### config.mk
export PLATFORM = sky130hd
export DESIGN_NAME = result_bcd_display_flat
export DESIGN_NICKNAME = d
export VERILOG_FILES = /design/src/rtl/result_bcd_display_if.sv /design/src/rtl/result_bcd_display.sv /design/src/flat_wrapper.sv
export SDC_FILE = /design/constraint.sdc
export NUM_CORES = 1
export LEC_CHECK = 0
export CELL_PAD_IN_SITES_DETAIL_PLACEMENT = 1
export CELL_PAD_IN_SITES_GLOBAL_PLACEMENT = 1
export CORE_ASPECT_RATIO = 0.9
export CORE_MARGIN = 2
export CORE_UTILIZATION = 46
export DETAILED_ROUTE_END_ITERATION = 10
export GPL_TIMING_DRIVEN = 0
export PLACE_DENSITY_LB_ADDON = 0.1
export RECOVER_POWER = 100
export SYNTH_ARGS = -nofsm -noshare
export SYNTH_HDL_FRONTEND = slang
export SYNTH_SLANG_ARGS = --single-unit
### constraint.sdc
create_clock -name clk -period 5.3 [get_ports clk]
set_input_delay 1.06 -clock clk [delete_from_list [all_inputs] [get_ports clk]]
set_output_delay 1.06 -clock clk [all_outputs]
set_load 0.1 [all_outputs]
### src/rtl/result_bcd_display_if.sv
// Bundle between the result selector / board and the BCD display driver.
// value/is_signed flow in; segments, status and a debug view of the FSM state flow out.
interface result_bcd_display_if;
  logic [31:0] value;
  logic        is_signed;
  logic [6:0]  HEX0;
  logic [6:0]  HEX1;
  logic [6:0]  HEX2;
  logic [6:0]  HEX3;
  logic [6:0]  HEX4;
  logic [6:0]  HEX5;
  logic        busy;
  logic        done;
  logic        ovf;
  logic [1:0]  dbg_state;

  modport master (
    output value, is_signed,
    input  HEX0, HEX1, HEX2, HEX3, HEX4, HEX5, busy, done, ovf, dbg_state
  );

  modport slave (
    input  value, is_signed,
    output HEX0, HEX1, HEX2, HEX3, HEX4, HEX5, busy, done, ovf, dbg_state
  );
endinterface

### src/rtl/result_bcd_display.sv
// Iterative 32-bit binary to 6-digit BCD converter (shift-add-3, one bit per clock)
// driving active-low seven-segment digits, with sign digit and overflow dashes.
module result_bcd_display (
  input  logic                  clk,
  input  logic                  reset,
  result_bcd_display_if.slave   bus
);

  typedef enum logic [1:0] {S_IDLE = 2'd0, S_SHIFT = 2'd1, S_UPDATE = 2'd2} state_t;

  localparam logic [6:0] SEG_DASH  = 7'b0111111;
  localparam logic [6:0] SEG_BLANK = 7'b1111111;

  state_t      r_state;
  state_t      w_next_state;
  logic [31:0] r_last_value;
  logic        r_last_signed;
  logic        r_pend;
  logic [31:0] r_mag;
  logic [39:0] r_bcd;
  logic        r_neg;
  logic [4:0]  r_cnt;
  logic        r_busy;
  logic        r_done;
  logic        r_ovf;
  logic [6:0]  r_hex [6];

  logic        w_start;
  logic        w_neg_in;
  logic [31:0] w_mag_in;
  logic [39:0] w_bcd_adj;
  logic        w_ovf;
  logic        w_seen;
  logic [3:0]  w_dig;
  logic [6:0]  w_seg [6];

  function automatic logic [6:0] seg7(input logic [3:0] d);
    case (d)
      4'd0:    seg7 = 7'b1000000;
      4'd1:    seg7 = 7'b1111001;
      4'd2:    seg7 = 7'b0100100;
      4'd3:    seg7 = 7'b0110000;
      4'd4:    seg7 = 7'b0011001;
      4'd5:    seg7 = 7'b0010010;
      4'd6:    seg7 = 7'b0000010;
      4'd7:    seg7 = 7'b1111000;
      4'd8:    seg7 = 7'b0000000;
      4'd9:    seg7 = 7'b0010000;
      default: seg7 = SEG_BLANK;
    endcase
  endfunction

  assign w_start  = r_pend || (bus.value != r_last_value) || (bus.is_signed != r_last_signed);
  assign w_neg_in = bus.is_signed && bus.value[31];
  // Two's complement negation in 32 bits: 0x80000000 maps to itself, i.e. 2^31 unsigned.
  assign w_mag_in = w_neg_in ? (~bus.value + 32'd1) : bus.value;
  assign w_ovf    = r_last_signed ? (r_bcd[39:20] != 20'd0) : (r_bcd[39:24] != 16'd0);

  always_comb begin
    w_bcd_adj = r_bcd;
    for (int i = 0; i < 10; i++) begin
      if (r_bcd[i*4 +: 4] >= 4'd5) w_bcd_adj[i*4 +: 4] = r_bcd[i*4 +: 4] + 4'd3;
    end
  end

  // Leading-zero blanking scans from the top digit; HEX0 always shows a digit.
  always_comb begin
    w_seen = 1'b0;
    w_dig  = 4'd0;
    for (int i = 0; i < 6; i++) w_seg[i] = SEG_BLANK;
    for (int i = 5; i >= 0; i--) begin
      w_dig = r_bcd[i*4 +: 4];
      if (i == 5 && r_last_signed) begin
        w_seg[i] = r_neg ? SEG_DASH : SEG_BLANK;
      end else begin
        if (w_dig != 4'd0) w_seen = 1'b1;
        w_seg[i] = (w_seen || i == 0) ? seg7(w_dig) : SEG_BLANK;
      end
    end
    if (w_ovf) begin
      for (int i = 0; i < 6; i++) w_seg[i] = SEG_DASH;
    end
  end

  always_comb begin
    w_next_state = r_state;
    case (r_state)
      S_IDLE:   if (w_start) w_next_state = S_SHIFT;
      S_SHIFT:  if (r_cnt == 5'd31) w_next_state = S_UPDATE;
      S_UPDATE: w_next_state = S_IDLE;
      default:  w_next_state = S_IDLE;
    endcase
  end

  always_ff @(posedge clk) begin
    if (!reset) begin
      r_state       <= S_IDLE;
      r_last_value  <= 32'd0;
      r_last_signed <= 1'b0;
      r_pend        <= 1'b1;
      r_mag         <= 32'd0;
      r_bcd         <= 40'd0;
      r_neg         <= 1'b0;
      r_cnt         <= 5'd0;
      r_busy        <= 1'b0;
      r_done        <= 1'b0;
      r_ovf         <= 1'b0;
      for (int i = 0; i < 6; i++) r_hex[i] <= SEG_BLANK;
    end else begin
      r_state <= w_next_state;
      r_done  <= 1'b0;
      case (r_state)
        S_IDLE: begin
          if (w_start) begin
            r_last_value  <= bus.value;
            r_last_signed <= bus.is_signed;
            r_pend        <= 1'b0;
            r_mag         <= w_mag_in;
            r_neg         <= w_neg_in;
            r_bcd         <= 40'd0;
            r_cnt         <= 5'd0;
            r_busy        <= 1'b1;
          end
        end
        S_SHIFT: begin
          r_bcd <= {w_bcd_adj[38:0], r_mag[31]};
          r_mag <= {r_mag[30:0], 1'b0};
          r_cnt <= r_cnt + 5'd1;
        end
        S_UPDATE: begin
          for (int i = 0; i < 6; i++) r_hex[i] <= w_seg[i];
          r_ovf  <= w_ovf;
          r_busy <= 1'b0;
          r_done <= 1'b1;
        end
        default: ;
      endcase
    end
  end

  assign bus.HEX0      = r_hex[0];
  assign bus.HEX1      = r_hex[1];
  assign bus.HEX2      = r_hex[2];
  assign bus.HEX3      = r_hex[3];
  assign bus.HEX4      = r_hex[4];
  assign bus.HEX5      = r_hex[5];
  assign bus.busy      = r_busy;
  assign bus.done      = r_done;
  assign bus.ovf       = r_ovf;
  assign bus.dbg_state = r_state;

endmodule

### src/flat_wrapper.sv
// flat-port wrapper written by rule: the top's interface ports become plain ports
module result_bcd_display_flat 
  (clk, reset, bus_value, bus_is_signed, bus_HEX0, bus_HEX1, bus_HEX2, bus_HEX3, bus_HEX4, bus_HEX5, bus_busy, bus_done, bus_ovf, bus_dbg_state);
  result_bcd_display_if bus_i ();
  input  logic clk;
  input  logic reset;
  input wire logic [$bits(bus_i.value)-1:0] bus_value;
  input wire logic [$bits(bus_i.is_signed)-1:0] bus_is_signed;
  output wire logic [$bits(bus_i.HEX0)-1:0] bus_HEX0;
  output wire logic [$bits(bus_i.HEX1)-1:0] bus_HEX1;
  output wire logic [$bits(bus_i.HEX2)-1:0] bus_HEX2;
  output wire logic [$bits(bus_i.HEX3)-1:0] bus_HEX3;
  output wire logic [$bits(bus_i.HEX4)-1:0] bus_HEX4;
  output wire logic [$bits(bus_i.HEX5)-1:0] bus_HEX5;
  output wire logic [$bits(bus_i.busy)-1:0] bus_busy;
  output wire logic [$bits(bus_i.done)-1:0] bus_done;
  output wire logic [$bits(bus_i.ovf)-1:0] bus_ovf;
  output wire logic [$bits(bus_i.dbg_state)-1:0] bus_dbg_state;
  assign bus_i.value = bus_value;
  assign bus_i.is_signed = bus_is_signed;
  assign bus_HEX0 = bus_i.HEX0;
  assign bus_HEX1 = bus_i.HEX1;
  assign bus_HEX2 = bus_i.HEX2;
  assign bus_HEX3 = bus_i.HEX3;
  assign bus_HEX4 = bus_i.HEX4;
  assign bus_HEX5 = bus_i.HEX5;
  assign bus_busy = bus_i.busy;
  assign bus_done = bus_i.done;
  assign bus_ovf = bus_i.ovf;
  assign bus_dbg_state = bus_i.dbg_state;
  result_bcd_display u_core (.clk(clk), .reset(reset), .bus(bus_i));
endmodule
## After elaboration in Yosys (flattened, before gate mapping)

Memory sizes are Yosys's and may differ from the RTL's. A register that Yosys moved wholly into a read port is not among the register bits.
Cells that the tools add are included.

- Memories kept: 7
- Memory bits (writable): 42
- Bits of input ports: 35
- ROM bits: 672
- Logic and storage cells: 131
- Register bits: 117
- Output and inout port bits: 47

Memory list:

| name | depth | width | rd ports | clocked after memory_dff | write ports | RTL line | RTL |
|---|---|---|---|---|---|---|---|
| (no name shown) | 16 | 7 | 1 | 1 | 0 | result_bcd_display.sv:38 | `case (d)` |
| (no name shown) | 16 | 7 | 1 | 1 | 0 | result_bcd_display.sv:38 |  |
| (no name shown) | 16 | 7 | 1 | 1 | 0 | result_bcd_display.sv:38 |  |
| (no name shown) | 16 | 7 | 1 | 1 | 0 | result_bcd_display.sv:38 |  |
| (no name shown) | 16 | 7 | 1 | 1 | 0 | result_bcd_display.sv:38 |  |
| (no name shown) | 16 | 7 | 1 | 1 | 0 | result_bcd_display.sv:38 |  |
| 1 more memories | n/a | n/a | n/a | n/a | n/a | n/a |  |

- Reduce and logical (&&, ||, !) cells: 17
- Order comparisons: 10
- Equality and inequality tests: 7
- Add/sub/neg operators: 12
- Bitwise operators: 7
- Muxes and demuxes: 60

Operators by type and width:

| cell | number |
|---|---|
| 2-to-1 mux 7 bit | 13 |
| 2-to-1 mux 4 bit | 21 |
| case mux 40 bit (2 select lines) | 1 |
| 2-to-1 mux 32 bit | 2 |
| case mux 32 bit (2 select lines) | 1 |
| 2-to-1 mux 42 bit | 1 |
| greater-or-equal comparator 4 x 3 -> 1 bit, second input constant | 10 |
| 2-to-1 mux 40 bit | 1 |
| adder 4 x 2 -> 4 bit, second input constant | 9 |
| adder 32 x 1 -> 32 bit, second input constant | 1 |
| != test 32 bit | 1 |
| NOT 32 bit | 1 |
| nonzero test 20 bit | 1 |
| nonzero test 4 bit | 5 |
| nonzero test 16 bit | 1 |
| 2-to-1 mux 1 bit | 13 |
| case mux 5 bit (2 select lines) | 1 |
| AND reduction 2 bit | 4 |
| bitwise OR 1 bit | 6 |
| adder 5 x 1 -> 5 bit, second input constant | 1 |
| == test 5 bit, second input constant | 1 |
| 2-to-1 mux 5 bit | 1 |
| 2-to-1 mux 2 bit | 2 |
| != test 2 x 1 -> 1 bit, second input constant | 2 |
| 11 further kinds | 13 |

## Logic depth before layout (Yosys ltp)

Gate-level depths: netlist of the first run.

- Word-level depth: 11
- Depth in mapped cells: 12
- Mapped depth without buffers: 12

## Worst setup path after synthesis of the first run

OpenSTA, ideal clock, no wires.

- Path type: reg2reg
- Start: register u_core.r_state[1], in the netlist u_core.bus.dbg_state[1]
- End: memory u_core.r_hex[0][0] (enable)
- Setup time: 0.505 ns
- Setup slack: 0.431 ns
- Stages on the path, launching flop included: 3
- Arrival time: 4.364 ns
- Path through: dfxtp_1 inv_2 o21ai_0

RTL lines:

| what | RTL line | RTL |
|---|---|---|
| start, declared | result_bcd_display.sv:14 | `state_t r_state;` |
| start signal, assigned | result_bcd_display.sv:110 | `r_state <= w_next_state;` |
| end, declared | result_bcd_display.sv:26 | `logic [6:0] r_hex [6];` |

==> out/results.tsv, run 1 <==
stage	metric	value	unit
detailed_routing	dr.pass1.iters	6	
clock_tree	cts_buffer_depth	3	
logic_synthesis	ys_ff_latch	201	
critical_path	max_stage_delay	1.62	ns
logic_synthesis	ys_types	79	
die	core	22300	um^2
timing	setup_viol_count_final	0	
logic_synthesis	synth_ff_type	dfxtp_1	
clock_tree	cts_sinks	201	
detailed_routing	wl_per_cell	19.2	um
placed_design	dp.cells	1472	
worst_hold_path	hp-class	flip-flop to flip-flop	
clock_tree	clock_latency	0.53	ns
finish	drive_above_1_share	7.00	%
clock_tree	path_clk_slew	0.06	ns
clock_tree	cts-root-buf	clkbuf_16	
power	power_frac_seq	45.8	%
logic_synthesis	synthCells	1096	
logic_synthesis	synthArstFlopShare	0	%
critical_path	cp_cell_sequence	clkdlybuf4s50_1, inv_1, a222oi_1, nand3b_1, nor4_1, a41o_1, inv_1, ha_1, a211oi_1, a211oi_1	
critical_path	crit_required	5.68	ns
grt	grt_pass1_wl	46700	um
die	die_h	146	um
logic_synthesis	avgSynthCellArea	9.45	um^2
outcome	status	finished with violations	
critical_path	cp_max_fo	10	
finish	n_fill_cell	2549	
timing	setup_ws	0.399	ns
finish	area_growth	18.3	%
critical_path	end_kind	flip-flop	
finish	fin_cells	1512	
detailed_routing	ant_nets	0	
timing	rsz0062_at_grt	no	
power	powerDensity	291	nW/um^2
logic_synthesis	synthTopCellsByArea	dfxtp_1 31%, edfxtp_1 12%, ha_1 7.4%	
power	peakVddDrop	0.000181	V
grt	antenna_found_initial	0	
placed_design	hpwl	21000	um
power	total_power	3560	uW
detailed_routing	wl	29000	um
critical_path	critPathLaunchType	primary input	
power	clkPwrFrac	45.4	%
grt	grt_overflow	0	
detailed_routing	drc_errors	0	
power	combPwrFrac	8.8	%
logic_synthesis	yosysTopAreaCellShare	30.7	%
power	p_sw_share	24.7	%
timing	hold_viol	0	
grt	grtUsageTotal	24.5	%
logic_synthesis	synth_area	10400	um^2
placed_design	dpl_cell_area	11500	um^2
critical_path	r2r-start	u_core.r_last_signed	
timing	slew_violations	40	
timing	skew	0.0187	ns
die	die_w	162	um
critical_path	critPathSlowestCell	nor4_1	
clock_tree	cts_setup_buffers	0	
run	drv_cap	3	
timing	fmax	204	MHz
timing	slew_headroom	-43.8	%
clock_tree	cts_resized	0	
power	p_leak	0.00466	uW
detailed_routing	vias_per_cell	5.70	
finish	design_area	12200	um^2
detailed_routing	vias	8613	
timing	tightest_slew	2.14	ns
logic_synthesis	syn-num-nets	1192	
timing	min_period	4.90	ns
die	io_pins	82	
grt	grt_max_degree	29	
clock_tree	htree_num_levels	1	
placed_design	gp_congestion	0.861	
critical_path	arrival	5.29	ns
finish	num-nets-final	1296	
critical_path	critPathKind	primary input to flip-flop	
power	internal_power	2680	uW
critical_path	path_delay_family	simple AND/OR/NAND/NOR gates	
power	netSwitchingPower	879	uW
clock_tree	cts_buffers	23	
logic_synthesis	yosys_warnings	0	
die	die_area	23700	um^2
critical_path	cp-startpoint	bus_value[2]	
worst_hold_path	holdCritStartpoint	u_core.r_mag[2]	
logic_synthesis	synth_edf_count	42	
timing	setup_tns	0	ns
logic_synthesis	ys_seq_area_share	42.9	%
clock_tree	postCtsHoldBufs	0	
placed_design	io_buffers	77	
clock_tree	cts_tree	yes	
detailed_routing	drt_iter0_markers	496	
die	num_rows	52	
timing	period_share	92.5	%
outcome	violations	max-capacitance violations, max-slew violations	
logic_synthesis	yosys.area.top_type	dfxtp_1	
grt	first_global_vias	8687	
placed_design	place_ws	0.143	ns
critical_path	crit_buf_inv	3	
die	start_util	46.4	%
finish	antenna_cells	0	
## layer usage
| layer | GRT usage, % | vias to the layer above | share of wire (%) |
|---|---|---|---|
| met5 | 0 | - | 0 |
| met4 | 7.08 | 0 | 2.9 |
| met3 | 3.13 | 60 | 3.6 |
| met2 | 42.1 | 176 | 47 |
| met1 | 32.3 | 4203 | 46 |
| li1 | - | 4174 | - |
## synthesized netlist by cell type (all sizes together) (30+ instances only)
| library cell | count |
|---|---|
| a21oi | 67 |
| clkbuf | 40 |
| dfxtp | 159 |
| edfxtp | 42 |
| ha | 61 |
| inv | 63 |
| mux2i | 36 |
| nand2 | 64 |
| nor2 | 99 |
| nor3 | 30 |
| o21ai | 53 |
| xor2 | 50 |
## cells in the final DEF (no fill, tap or decap), drive strengths merged, types with 12 or more instances in the layout
master,count
a211oi,19
nor3,30
clkdlybuf4s50,29
edfxtp,42
a21oi,67
o21ai,53
or2,17
nor4,13
clkbuf,77
dlygate4sd3,48
dfxtp,159
nand3,18
a22oi,13
xnor2,24
ha,61
a41o,14
xor2,50
nand2,64
or3,23
buf,12
nand2b,20
mux2i,36
inv,64
a222oi,16
nor2,99
## worst reg2reg max path: stages, from the launching register on
cell     delay, ns
dfxtp_1       0.57
xor2_1        0.12
nor4_1        0.54
and4_1        0.42
nand3_1       0.30
a21oi_1       0.73
nand2_1       0.23
and2_0        0.27
ha_1          0.23
mux2_2        0.26
mux2_2        0.26
## metrics by stage
step                utilization (%)  hold slack [ns]
floorplan                         -            0.436
CTS                            55.1            0.459
finish                         54.9            0.456
global placement               51.5            0.445
global route                   54.9            0.485
detailed placement             51.7            0.450
## power by group through the flow
stage / Sequential, uW / Clock [uW] / Combinational, uW
after floorplan: 1670 / 0 / 188
after detailed placement: 1660 / 0 / 312
after CTS: 1630 / 1640 / 315
after global routing: 1640 / 1700 / 340
after global placement: 1660 / 0 / 303
final: 1630 / 1620 / 312
## area by class of cell
class                   instances  area, um^2  share of cell area (%)
plain buffers                  54         239                    1.95
clock buffers                  33         663                    5.41
clock inverters                 7        96.3                   0.787
inverters                      65         244                    1.99
multi-input cells             776        5410                    44.2
flip-flops and latches        201        4440                    36.3
well taps                     297         372                    3.03
repair buffers                 79         781                    6.38
## cells by family after synthesis
| family | count (synthesis) | share of synthesized area (%) |
|---|---|---|
| and+or+nand+nor | 326 | 16.3 |
| muxes | 45 | 4.46 |
| AOI/OAI and AO/OA | 270 | 18.0 |
| adders and majority gates | 61 | 7.37 |
| xor gates and xnor gates | 74 | 6.26 |
| DFF | 201 | 42.9 |
| buffers and inverters | 119 | 4.67 |
## path summary, 6_finish.rpt
path	depth (start not counted)	end	slack, ns
max	10	flip-flop	0.40
min	2	u_core.r_mag[2]	0.46
max reg2reg	10	flip-flop	1.25
min reg2reg	2	u_core.r_mag[2]	0.46
(Power assumes the default switching activity.)
==> inputs of run 2 (changes only) <==
--- a/config.mk
+++ b/config.mk
@@ -14,6 +14,7 @@
 export GPL_TIMING_DRIVEN = 0
 export PLACE_DENSITY_LB_ADDON = 0.1
 export RECOVER_POWER = 100
+export REMOVE_ABC_BUFFERS = 1
 export SYNTH_ARGS = -nofsm -noshare
 export SYNTH_HDL_FRONTEND = slang
 export SYNTH_SLANG_ARGS = --single-unit
==> run 2 against run 1 <==
Against the previous run:
- the run still ends with max-capacitance violations, max-slew violations left
- clock power rose by 2%
- clock-buffer cell count fell by 6
- first-iteration DRC count fell by 15%
- fmax rose by 0.84%
- final area fell by 0.57%
- cell count fell by 3.0%
- die area did not move
- register-to-register slack got worse by 0.69 ns
- critical path type unchanged
- largest power group is now clock
- highest routed layer unchanged
==> out/results.tsv, run 2 (synthesis gave the netlist of run 1 again) <==
stage	metric	value	unit
power	p_leak	0.00464	uW
outcome	status	finished with violations	
timing	fin_hold_ws	0.452	ns
timing	min_period	4.86	ns
critical_path	arrival	5.12	ns
outcome	violations	max-capacitance violations, max-slew violations	
timing	setup_tns	0	ns
detailed_routing	vias	8418	
placed_design	hpwl	18300	um
finish	num-nets-final	1249	
critical_path	ff2ff_path_depth	8	
worst_hold_path	hold_depth	2	
critical_path	end_kind	flip-flop	
timing	fmax	206	MHz
die	die_area	23700	um^2
critical_path	r2r-start	u_core.bus.dbg_state[0]	
detailed_routing	vias_per_cell	5.74	
finish	area_growth	17.6	%
critical_path	crit_required	5.56	ns
run	drv_cap	5	
critical_path	cp-startpoint	reset	
placed_design	dp.cells	1425	
detailed_routing	wl	26500	um
power	powerDensity	295	nW/um^2
finish	layout_commonest_cell	dfxtp_1	
clock_tree	cts-root-buf	clkbuf_16	
worst_hold_path	holdCritStartpoint	u_core.r_mag[6]	
power	peakVddDrop	0.000220	V
critical_path	critPathLaunchType	primary input	
clock_tree	postCtsHoldBufs	0	
die	start_util	46.4	%
worst_hold_path	hp-class	flip-flop to flip-flop	
timing	skew	0.0139	ns
finish	fin_cells	1467	
detailed_routing	wl_per_cell	18.1	um
die	io_pins	82	
die	num_rows	52	
clock_tree	cts_buffers	23	
grt	antenna_found_initial	0	
grt	grt_max_degree	98	
timing	hold_viol	0	
placed_design	gp_congestion	0.810	
detailed_routing	dr.pass1.iters	5	
timing	slew_violations	101	
grt	grtUsageTotal	22.8	%
finish	n_fill_cell	2510	
critical_path	cp_max_fo	97	
clock_tree	clock_latency	0.51	ns
die	die_w	162	um
clock_tree	cts_tree	yes	
clock_tree	cts_sinks	201	
die	core	22300	um^2
worst_hold_path	hold_end	u_core.r_mag[6]	
clock_tree	cts_buffer_depth	3	
placed_design	io_buffers	81	
finish	mostFrequentLayoutCells	159 x dfxtp_1, 99 x nor2_1, 67 x a21oi_1	
timing	period_share	91.7	%
detailed_routing	ant_nets	0	
timing	setup_viol_count_final	0	
detailed_routing	drc_errors	0	
grt	grt_pass1_wl	44300	um
timing	slew_headroom	-123	%
grt	first_global_vias	8649	
finish	antenna_cells	0	
timing	rsz0062_at_grt	no	
critical_path	critPathKind	primary input to flip-flop	
clock_tree	cts_setup_buffers	0	
clock_tree	cts_resized	0	
clock_tree	htree_num_levels	1	
grt	grt_overflow	0	
timing	tightest_slew	3.31	ns
detailed_routing	drt_iter0_markers	421	
die	die_h	146	um
critical_path	rrSetupSlack	0.56	ns
power	total_power	3600	uW
clock_tree	path_clk_slew	0.06	ns
finish	drive_above_1_share	6.92	%
## run 2: cell types whose count changed in the layout (fill, tap and decap cells not counted), moves of 3 or more
cell | before | now
buf_2 | 6 | 1
buf_16 | 0 | 3
clkbuf_1 | 48 | 5
clkbuf_8 | 5 | 0
buf_6 | 4 | 0
clkinv_2 | 1 | 4
## run 2: metrics by stage
step	util [%]	cell area (um^2)	setup slack, ns
after floorplan	-	10100	0.294
after global placement	50.6	11300	-4.78
after CTS	54.9	12200	0.307
after global routing	54.6	12200	0.0873
after detailed placement	51.3	11400	-0.232
final	54.6	12200	0.440
## run 2: per-layer routing
layer	up-vias	wire length (um)	global-route usage, %
met3	41	955	3.18
met5	-	0	0
li1	4076	-	-
met2	151	12800	39.9
met4	0	631	6.28
met1	4150	12100	29.3
## run 2: worst max-delay path, cell delays in order
cell      delay, ns
buf_2          0.69
clkinv_4       0.84
nor3_2         0.88
nand2_1        0.64
or3_1          0.60
or2_2          0.31
## run 2: worst max path at each step
stage | to | cells after the start
2_1_floorplan | u_core.r_hex[0][0] | 2
6_report | u_core.r_hex[0][35] | 6
4_1_cts | u_core.r_hex[0][35] | 6
3_5_place_dp | u_core.r_hex[0][35] | 6
3_3_place_gp | u_core.r_hex[0][39] | 6
5_1_grt | u_core.r_hex[0][39] | 6
## run 2: power by group
group          leakage, uW  internal [uW]  switching (uW)
combinational      0.00267            118             181
sequential         0.00158           1600            29.2
clock             0.000390           1020             640
## run 2: final cells by class
class,instances,area [um^2],area share [%]
Sequential cell,201,4440,36.5
Multi-Input combinational cell,776,5420,44.5
Timing Repair Buffer,86,896,7.36
Inverter,65,249,2.04
Tap cell,297,372,3.05
Clock inverter,15,185,1.52
Clock buffer,27,612,5.02
==> inputs of run 3 (changes only) <==
--- a/config.mk
+++ b/config.mk
@@ -12,6 +12,8 @@
 export CORE_UTILIZATION = 46
 export DETAILED_ROUTE_END_ITERATION = 10
 export GPL_TIMING_DRIVEN = 0
+export HOLD_SLACK_MARGIN = 0.15
+export MAX_ROUTING_LAYER = met4
 export PLACE_DENSITY_LB_ADDON = 0.1
 export RECOVER_POWER = 100
 export REMOVE_ABC_BUFFERS = 1
==> run 3 against run 2 <==
Against the previous run:
- cell count unchanged
- the flow still finishes with violations (max-capacitance violations, max-slew violations)
- sequential share of layout area unchanged
- global-route usage is 0.69 points higher
- core utilization stayed put
- critical path depth is 3 higher
- first-iteration DRC count rose by 4.0%
- clock skew grew 0.0017 ns
- clock-buffer cell count unchanged
- die area unchanged
==> out/results.tsv, run 3 (synthesis gave the netlist of run 1 again) <==
stage	metric	value	unit
clock_tree	htree_num_levels	1	
critical_path	cp_max_fo	10	
critical_path	ff2ff_path_depth	8	
clock_tree	cts_buffer_depth	3	
finish	area_growth	17.6	%
critical_path	r2r-start	u_core.bus.dbg_state[0]	
timing	slew_headroom	-122	%
timing	skew	0.0157	ns
placed_design	place_ws	-0.232	ns
detailed_routing	wl_per_cell	18.1	um
finish	mostFrequentLayoutCells	159 x dfxtp_1, 99 x nor2_1, 67 x a21oi_1	
grt	grtUsageTotal	23.4	%
critical_path	max_stage_delay	1.26	ns
die	die_h	146	um
placed_design	hpwl	18300	um
critical_path	path_delay_family	simple AND/OR/NAND/NOR gates	
clock_tree	clock_latency	0.52	ns
detailed_routing	dr.pass1.iters	6	
grt	grt_pass1_wl	44300	um
critical_path	arrival	5.27	ns
outcome	violations	max-capacitance violations, max-slew violations	
clock_tree	cts_resized	0	
die	die_w	162	um
clock_tree	cts_setup_buffers	0	
placed_design	gp_congestion	0.822	
die	num_rows	52	
outcome	status	finished with violations	
timing	tightest_slew	3.30	ns
grt	grt_overflow	0	
critical_path	rrSetupSlack	0.53	ns
timing	setup_ws	0.449	ns
critical_path	critPathSlowestCell	nor3_1	
critical_path	end_kind	flip-flop	
detailed_routing	ant_nets	0	
timing	min_period	4.85	ns
placed_design	dp.cells	1425	
timing	fmax	206	MHz
critical_path	cp_cell_sequence	dlygate4sd3_1, xor2_1, nor4_1, nand3_1, nor3_1, a41oi_1, inv_1, nor3_1, a311oi_1	
placed_design	io_buffers	81	
die	die_area	23700	um^2
worst_hold_path	hp-class	flip-flop to flip-flop	
critical_path	crit_required	5.72	ns
timing	hold_viol	0	
power	total_power	3600	uW
die	start_util	46.4	%
detailed_routing	vias_per_cell	5.73	
grt	antenna_found_initial	0	
finish	drive_above_1_share	6.92	%
detailed_routing	vias	8413	
critical_path	critPathKind	primary input to flip-flop	
detailed_routing	drc_errors	0	
timing	slew_violations	101	
grt	grt_max_degree	98	
critical_path	cp_common_cell	nor3_1	
critical_path	crit_buf_inv	2	
clock_tree	cts_tree	yes	
timing	rsz0062_at_grt	no	
clock_tree	cts_sinks	201	
power	powerDensity	295	nW/um^2
finish	antenna_cells	0	
power	p_leak	0.00464	uW
timing	setup_viol_count_final	0	
finish	num-nets-final	1249	
clock_tree	cts_buffers	23	
critical_path	critPathLaunchType	primary input	
detailed_routing	wl	26500	um
clock_tree	postCtsHoldBufs	0	
die	io_pins	82	
critical_path	cp-startpoint	bus_value[4]	
timing	setup_tns	0	ns
timing	period_share	91.5	%
detailed_routing	drt_iter0_markers	438	
critical_path	cp.depth	9	
power	peakVddDrop	0.000220	V
clock_tree	path_clk_slew	0.06	ns
finish	fin_cells	1467	
clock_tree	cts-root-buf	clkbuf_16	
grt	first_global_vias	8632	
finish	layout_commonest_cell	dfxtp_1	
run	drv_cap	5	
die	core	22300	um^2
==> run 3: area by class of cell <==
class / instances / area (um^2)
Clock buffer: 27 / 612
Clock inverter: 15 / 185
Fill cell: 2510 / 10100
Inverter: 65 / 249
Multi-Input combinational cell: 776 / 5420
Sequential cell: 201 / 4440
Tap cell: 297 / 372
Timing Repair Buffer: 86 / 896
==> run 3: tightest hold or removal path: cells and delay by family (launching register included) <==
| family | cells | cell delay [ns] |
|---|---|---|
| flops | 1 | 0.30 |
| simple gates | 1 | 0.05 |
| compound gates | 1 | 0.05 |
==> run 3: worst min-delay path by stage <==
stage	from	endpoint	slack [ns]	depth (start not counted)
global route	u_core.r_mag[5]	u_core.r_mag[5]	0.49	2
CTS	u_core.r_mag[6]	u_core.r_mag[6]	0.46	2
detailed placement	u_core.r_mag[6]	u_core.r_mag[6]	0.45	2
global placement	u_core.r_mag[0]	u_core.r_mag[0]	0.44	2
finish	u_core.r_mag[6]	u_core.r_mag[6]	0.45	2
floorplan	u_core.r_mag[0]	u_core.r_mag[0]	0.44	2
==> run 3: metrics by stage <==
stage	instance area, um^2	utilization, %	hold WS [ns]
floorplan	10100	-	0.436
CTS	12200	54.9	0.457
finish	12200	54.6	0.452
detailed placement	11400	51.3	0.449
global placement	11300	50.6	0.445
global route	12200	54.6	0.486
==> run 3: metal layers <==
layer	track usage, %	vias to the layer above	share of wire [%]	wire length [um]
li1	-	4075	-	-
met1	29.4	4149	46	12100
met2	39.9	142	48	12800
met3	3.18	47	3.5	923
met4	6.28	0	2.5	663
met5	-	-	0	0
==> run 3: where the power goes <==
group / switching [uW] / internal (uW)
Sequential: 29.3 / 1600
Combinational: 182 / 118
Clock: 639 / 1020
Total: 850 / 2750
